File: src/rtl/cpu_pkg.sv
// Shared CPU-side definitions: bus widths, the NOP opcode and the loader FSM states.
package cpu_pkg;

  localparam int CPU_ADDR_W = 8;
  localparam int CPU_DATA_W = 8;

  localparam logic [CPU_DATA_W-1:0] CPU_NOP = 8'h00;

  typedef enum logic [1:0] {
    IDLE = 2'd0,
    LOAD = 2'd1,
    RUN  = 2'd2
  } state_t;

endpackage

File: src/rtl/prog_ram.sv
// Program array: synchronous write, asynchronous read, no reset on contents.
module prog_ram #(
  parameter int ADDR_W = 8,
  parameter int DATA_W = 8,
  parameter int DEPTH  = 256
) (
  input  logic              clk,
  input  logic              we,
  input  logic [ADDR_W-1:0] wAddr,
  input  logic [DATA_W-1:0] wData,
  input  logic [ADDR_W-1:0] rAddr,
  output logic [DATA_W-1:0] rData
);

  logic [DATA_W-1:0] mem [DEPTH];

  always_ff @(posedge clk) begin
    if (we) begin
      mem[wAddr] <= wData;
    end
  end

  // Zero-latency read: the CPU decodes in the same cycle it drives the address.
  assign rData = mem[rAddr];

endmodule

File: src/rtl/program_memory.sv
// Loadable program store: byte loader fills the array while the CPU is held in reset,
// then serves combinational instruction fetches once a complete load has finished.
module program_memory
  import cpu_pkg::*;
#(
  parameter int ADDR_W = CPU_ADDR_W,
  parameter int DATA_W = CPU_DATA_W,
  parameter int DEPTH  = 2 ** ADDR_W
) (
  input  logic              clk,
  input  logic              rst,
  input  logic [ADDR_W-1:0] memAddr,
  output logic [DATA_W-1:0] memVal,
  input  logic              loadStart,
  input  logic [ADDR_W-1:0] loadLen,
  input  logic              loadValid,
  input  logic [DATA_W-1:0] loadData,
  output logic              loadReady,
  output logic              loadDone,
  output logic [DATA_W-1:0] loadSum,
  output logic              cpuHold,
  output state_t            dbgState
);

  // Handshake: a byte transfers on every rising edge where loadValid && loadReady;
  // loadReady is high exactly while in LOAD, so the source may stream one byte per cycle.

  state_t            state, nextState;
  logic [ADDR_W-1:0] wrPtr;
  logic [ADDR_W:0]   remaining;
  logic [ADDR_W:0]   lenCount;
  logic              accept;
  logic              lastByte;
  logic              startLoad;
  logic [DATA_W-1:0] ramData;

  // A length of zero means a full-array load.
  assign lenCount  = (loadLen == '0) ? {1'b1, {ADDR_W{1'b0}}} : {1'b0, loadLen};
  assign accept    = (state == LOAD) && loadValid;
  assign lastByte  = (remaining == (ADDR_W + 1)'(1));
  assign startLoad = (state != LOAD) && loadStart;

  always_ff @(posedge clk or negedge rst) begin
    if (!rst) begin
      state <= IDLE;
    end else begin
      state <= nextState;
    end
  end

  always_comb begin
    nextState = state;
    unique case (state)
      IDLE: if (loadStart) nextState = LOAD;
      LOAD: if (accept && lastByte) nextState = RUN;
      RUN:  if (loadStart) nextState = LOAD;
      default: nextState = IDLE;
    endcase
  end

  always_ff @(posedge clk or negedge rst) begin
    if (!rst) begin
      wrPtr     <= '0;
      remaining <= '0;
      loadSum   <= '0;
      loadDone  <= 1'b0;
    end else begin
      loadDone <= accept && lastByte;
      if (startLoad) begin
        wrPtr     <= '0;
        remaining <= lenCount;
        loadSum   <= '0;
      end else if (accept) begin
        wrPtr     <= wrPtr + 1'b1;
        remaining <= remaining - 1'b1;
        loadSum   <= loadSum + loadData;
      end
    end
  end

  prog_ram #(
    .ADDR_W (ADDR_W),
    .DATA_W (DATA_W),
    .DEPTH  (DEPTH)
  ) u_ram (
    .clk   (clk),
    .we    (accept),
    .wAddr (wrPtr),
    .wData (loadData),
    .rAddr (memAddr),
    .rData (ramData)
  );

  // Outside RUN the CPU only ever sees NOPs, even though it is also held in reset.
  assign memVal    = (state == RUN) ? ramData : DATA_W'(CPU_NOP);
  assign loadReady = (state == LOAD);
  assign cpuHold   = (state != RUN);
  assign dbgState  = state;

endmodule

File: config.mk
export PLATFORM = sky130hd
export DESIGN_NAME = program_memory
export DESIGN_NICKNAME = d
export VERILOG_FILES = /design/src/rtl/cpu_pkg.sv /design/src/rtl/prog_ram.sv /design/src/rtl/program_memory.sv
export SDC_FILE = /design/constraint.sdc
export NUM_CORES = 2
export LEC_CHECK = 0
export CAP_MARGIN = 20
export CORE_AREA = 10 10 579 581
export DETAILED_ROUTE_END_ITERATION = 7
export DIE_AREA = 0 0 589 591
export GPL_TIMING_DRIVEN = 0
export PLACE_DENSITY = 0.38
export SLEW_MARGIN = 10
export SYNTH_ARGS = -nofsm -noshare
export SYNTH_HDL_FRONTEND = slang
export SYNTH_SLANG_ARGS = --single-unit
File: constraint.sdc
create_clock -name clk -period 3 [get_ports clk]
set_input_delay 0.6 -clock clk [delete_from_list [all_inputs] [get_ports clk]]
set_output_delay 0.6 -clock clk [all_outputs]
set_load 0.02 [all_outputs]
Yosys cells after proc, flatten, opt, wreduce, memory -nomap -nowiden:

Memory sizes are Yosys's and may differ from the RTL's.
Index checks and enable logic that the tools add are counted.

* order comparisons: 0
* divide/modulo/power cells: 0
* $mul: 0
* shift-type cells: 0
* reductions and logical operators: 8
* equality and inequality tests: 7
* add/subtract/negate cells: 3
* muxes and demuxes: 13
* bitwise gates (word level): 0

Operators by type and width (number)
* $mux W8: 5
* $mux W9: 3
* $eq A9 B1 Y1 const B: 1
* $sub A9 B1 Y9 const B: 1
* $add A8 B1 Y8 const B: 1
* $add A8 B8 Y8: 1
* $logic_not A8 Y1: 1
* $ne A2 B1 Y1 const B: 3
* $mux W2: 2
* $pmux W2 S2: 1
* $logic_and A1 B1 Y1: 3
* $eq A2 B1 Y1 const B: 1
* $eq A2 B2 Y1 const B: 1
* $logic_not A2 Y1: 1
* $mux W1: 2
* $ne A2 B2 Y1 const B: 1
* $reduce_and A2 Y1: 1
* $reduce_bool A2 Y1: 1
* $reduce_or A2 Y1: 1

* memories: 1
* output and inout port bits: 21
* bits in writable memories: 2048
* bits of input ports: 28
* bits in registers: 28
* bits in read-only memories: 0
* latch bits: 0

Memory list
* u_ram.mem: depth 256, bits a word 8, read ports 1, clocked after memory_dff 0, write ports 1, RTL line prog_ram.sv:15 `logic [DATA_W-1:0] mem [DEPTH];`

Longest topological paths before layout:

* depth after elaboration: 5
* depth in mapped cells: 12
* depth with buffers taken out: 10

Modules after synthesis:

A second synthesis with hierarchy kept.

* cells, all modules: 3901
* area, all modules: 81057.7 µm²

Modules (own cells, without submodules)
* prog_ram: area an instance 79396.1 µm², cells an instance 3725, times used 1
* program_memory: area an instance 1661.6 µm², cells an instance 176, times used 1

Worst setup path after synthesis:

OpenSTA, ideal clock, no wires.

* path kind: input to output
* start point: input memAddr[0]
* end point: output memVal[6]
* required time: 2400 ps
* setup slack: -147 ps
* arrival: 2547 ps
* cell stages on the path: 9
* cell sequence: buf_2 -> buf_4 -> buf_2 -> buf_4 -> mux4_2 -> a21oi_1 -> a21oi_1 -> a21oi_1 -> nand4b_1

* word-level cells in the longest chain between the ends: 2

Ends and longest elaborated chain
* from (decl): RTL line program_memory.sv:12 `input logic [ADDR_W-1:0] memAddr,`
* $mem_v2 Z256 W8
* $mux W8: RTL line program_memory.sv:95 `assign memVal = (state == RUN) ? ramData : DATA_W'(CPU_NOP);`
* to (decl): RTL line program_memory.sv:13 `output logic [DATA_W-1:0] memVal,`

Every way passes these cells.

Worst setup path after layout:

* start point: input memAddr[4]
* end point: output memVal[3]

Same word-level chain as after synthesis.

==> metrics.md <==
| Metric | Value |
|---|---|
| Final Skew | `0.0664 ns` |
| Synth Net Count | `3,785` |
| Sequential cell area | `62,200 um^2` |
| Synthesized cell area | `80,400 um^2` |
| Num Clock Sinks | `2,076` |
| Non-Filler Instances | `8,629` |
| Number of setup violations in the final report | `89` |
| Total track usage | `16.1%` |
| Run status | `finished, violations left` |
| Setup WS post-layout | `-1.10 ns` |
| Tightest slew margin relative to the limit | `9.26%` |
| Share of post-route cells with drive strength above 1 | `37.5%` |
| DR pass1 iterations | `5` |
| Multi-input logic area | `20,200 um^2` |
| Sum of routed wire length over all layers | `291 mm` |
| Violations in the final reports | `negative setup slack` |
| Avg WL per Cell | `33.7 um` |
| Remaining DRCs | `0` |
| Asr flop ratio synth | `1.35%` |
| Per-instance average area after synthesis | `21.5 um^2` |
| Number of standard-cell rows in the floorplan | `209` |
| Clock tree from TritonCTS | `done` |
| Area delta synth->final | `23.5%` |
| Total power density per cell area | `653 nW/um^2` |
| Highest fanout seen on the critical path | `10` |
| Cells after Synth | `3,743` |
| Setup TNS Final | `-9.55 ns` |
| Clock latency of the later-clocked register in the worst-skew pair | `0.93 ns` |
| Worst EP required | `2.40 ns` |
| Nets | `4,171` |
| H-tree depth | `4` |
| Cell family contributing the most delay on the critical path | `buffers and inverters` |
| Highest Clock Rate | `244 MHz` |
| Leftover overflow at the end of global routing | `0` |
| Slew Viols, Final | `0` |
| Number of buffers created by CTS | `235` |
| Initial cell density of the core | `24.9%` |
| Fillers | `31.3k` |
| Die boundary height | `591 um` |
| Remaining antenna violation count after routing | `0` |
| Most numerous cell in the Yosys netlist | `sky130_fd_sc_hd__edfxtp_1` |
| Synthesized flop and latch total | `2,076` |
| Count of unique library cells instantiated by Yosys | `55` |
| LEAKAGE | `29.7 nW` |
| Area contributors post-synth | `sky130_fd_sc_hd__edfxtp_1 76%, sky130_fd_sc_hd__mux4_2 15%, sky130_fd_sc_hd__nor2_1 1.6%, sky130_fd_sc_hd__dfrtp_1 0.87%, sky130_fd_sc_hd__o22ai_1 0.85%` |
| Peak ir drop on the vdd network | `0.465 mV` |
| Cells along the critical path | `clkdlybuf4s15_2 -> buf_6 -> buf_8 -> buf_12 -> mux2i_4 -> a211oi_2 -> nand3_4 -> o22ai_1 -> nor3_1 -> nand2_2 -> clkdlybuf4s15_2` |
| Type of element launching the critical path | `input pin` |
| Most common cell on crit path | `sky130_fd_sc_hd__clkdlybuf4s15_2` |
| IO Port Bufs | `46` |
| Vias in the first global route | `41.7k` |
| Top post-synthesis cells by count | `2,048 x sky130_fd_sc_hd__edfxtp_1, 536 x sky130_fd_sc_hd__mux4_2, 350 x sky130_fd_sc_hd__nor2_1` |
| Area of the die | `348,000 um^2` |
| Core outline area | `323,000 um^2` |
| Post-route clock period utilization | `137%` |
| I/O pin cnt | `49` |
| Vias | `40.9k` |
| Final period demand of the worst path | `4.10 ns` |
| Iter 0 DRT Violations | `4,426` |
| Weighted congestion reported at the end of routability-driven placement | `0.839` |
| Maximum number of pins on one net before global-route repair | `129` |
| Area leader, netlist | `sky130_fd_sc_hd__edfxtp_1` |
| CP Buf/Inv Count | `5` |
| Maximum count of clock buffers along a single path | `4` |
| Max-cap check violation count | `0` |
| First-pass GRT wire length | `387 mm` |
| Sequential cell area fraction in the yosys report | `77.3%` |
| Most instantiated flip-flop cell in the synthesis netlist | `sky130_fd_sc_hd__edfxtp_1` |
| Portion of synthesized cell area occupied by the leading cell type | `76.5%` |
| Clk root buf | `sky130_fd_sc_hd__clkbuf_16` |
| Measured slew at the worst slew-check pin | `1.36 ns` |
| Critical path endpoint category | `output port` |
| Worst EP arrival | `3.50 ns` |
| Register clock-pin slew on the reported worst setup and hold paths | `0.06 ns` |
| Hold/Removal Path Class | `in2reg` |
| Via count normalized by instance count | `4.74` |
| Slowest stage delay, CP | `0.54 ns` |
| Final hold violation count | `0` |
| Total instance count after detailed placement | `8,167` |
| Initial antenna violation count | `14` |
| DP HPWL | `196 mm` |
| Cell with the biggest individual delay on the critical path | `sky130_fd_sc_hd__mux2i_4` |
| EDFF count, synth | `2,048` |
| Die width | `589 um` |
| Synthesis warning total | `0` |
| Setup repair after global routing missed its margin | `yes` |
| Type of the worst setup path | `in2out` |
-- state kept, by name, indices dropped and copies added, names as in the netlist --
name	cells
u_ram.mem	2048
remaining	9
loadSum	8
wrPtr	8
dbgState	2
loadDone	1
-- layer usage --
metal	vias up	global-route usage [%]	wire length, um
li1	16500	-	-
met1	22700	22.3	127000
met2	1386	26.1	137000
met3	345	3.23	18100
met4	2	4.12	8140
met5	-	0	13
-- cells by family after synthesis --
logic type	Yosys count	synth area share (%)
simple gates	541	2.89
fa+ha+maj	14	0.227
buf+inv	245	1.48
mux	614	16.0
flops	2076	77.3
xor+xnor	13	0.142
compound gates	240	1.92
-- path summary, 6_finish.rpt --
| path | start | to | slack (ns) | cells after the start |
|---|---|---|---|---|
| setup / recovery | memAddr[4] | memVal[3] | -1.10 | 11 |
| setup reg to reg | wrPtr[6] | u_ram.mem[24][4] | -0.05 | 5 |
| hold reg to reg | remaining[7] | remaining[7] | 0.50 | 2 |
| min in group asynchronous | rst | remaining[3] | 0.20 | 2 |
| hold / removal | loadData[2] | u_ram.mem[105][2] | 0.12 | 1 |
| max in group asynchronous | rst | wrPtr[0] | 2.33 | 3 |
-- power breakdown --
part	internal (mW)	switching [mW]
Combinational	1.81	3.86
Sequential	32.1	0.197
Clock	15.1	11.7
-- repair_timing --
action,CTS,global route
endpoints found under the setup margin,1879,1363
gates cloned,0,1
setup buffers,32,24
gates resized for setup,1033,121
hold buffers,2,0
pin swaps,52,38
endpoints found under the hold margin,40,0
-- worst register-to-register path, delay by kind of cell, from the launching register on --
family / cells / cell delay [ns]
buffers and inverters: 2 / 0.83
AND/OR/NAND/NOR: 3 / 1.46
flip-flops: 1 / 0.35
-- stage by stage --
step,total power [mW],hold slack [ns],util (%),instance area (um^2),setup slack [ns]
after CTS,65.4,0.0492,30.5,98500,-1.12
after global placement,38.1,0.497,26.7,86400,-9.49
final,64.9,0.119,30.7,99400,-1.10
after detailed placement,37.9,0.489,27.0,87400,-4.14
after global routing,66.9,0.0753,30.7,99400,-1.07
after floorplan,35.1,0.304,-,80500,-0.0498
-- area by class of cell --
cell class | instances | share of cell area (%)
flip-flops and latches | 2076 | 62.6
multi-input cells | 1422 | 20.3
clock buffers | 298 | 6.16
well taps | 4325 | 5.45
plain buffers | 208 | 2.26
repair buffers | 160 | 2.23
clock inverters | 110 | 0.853
inverters | 26 | 0.106
diodes | 4 | 0.0101
-- layout by cell type (no fill, tap or decap), types with 12 or more instances in the layout --
cell and n:
sky130_fd_sc_hd__clkbuf_2 22, sky130_fd_sc_hd__buf_2 12, sky130_fd_sc_hd__edfxtp_1 2048, sky130_fd_sc_hd__mux2i_1 45, sky130_fd_sc_hd__nand2_1 40, sky130_fd_sc_hd__o22ai_1 69, sky130_fd_sc_hd__nand2_2 18, sky130_fd_sc_hd__inv_1 21
sky130_fd_sc_hd__a21oi_1 22, sky130_fd_sc_hd__clkinv_2 28, sky130_fd_sc_hd__buf_6 51, sky130_fd_sc_hd__nand3_2 12, sky130_fd_sc_hd__clkinv_1 61, sky130_fd_sc_hd__clkbuf_8 28, sky130_fd_sc_hd__o22ai_2 32, sky130_fd_sc_hd__dfrtp_1 25
sky130_fd_sc_hd__clkbuf_1 75, sky130_fd_sc_hd__o221ai_1 15, sky130_fd_sc_hd__nor2_2 49, sky130_fd_sc_hd__nor2_1 97, sky130_fd_sc_hd__clkbuf_4 27, sky130_fd_sc_hd__buf_12 40, sky130_fd_sc_hd__mux2_2 14, sky130_fd_sc_hd__clkdlybuf4s50_1 21
sky130_fd_sc_hd__nand3_4 27, sky130_fd_sc_hd__o21ai_0 21, sky130_fd_sc_hd__mux4_2 536, sky130_fd_sc_hd__nor3_1 15, sky130_fd_sc_hd__buf_4 68, sky130_fd_sc_hd__nor2_4 204, sky130_fd_sc_hd__buf_8 53, sky130_fd_sc_hd__buf_16 22
sky130_fd_sc_hd__clkbuf_16 238, sky130_fd_sc_hd__mux2i_4 17
Note: power is estimated with default switching activity, not from simulation.
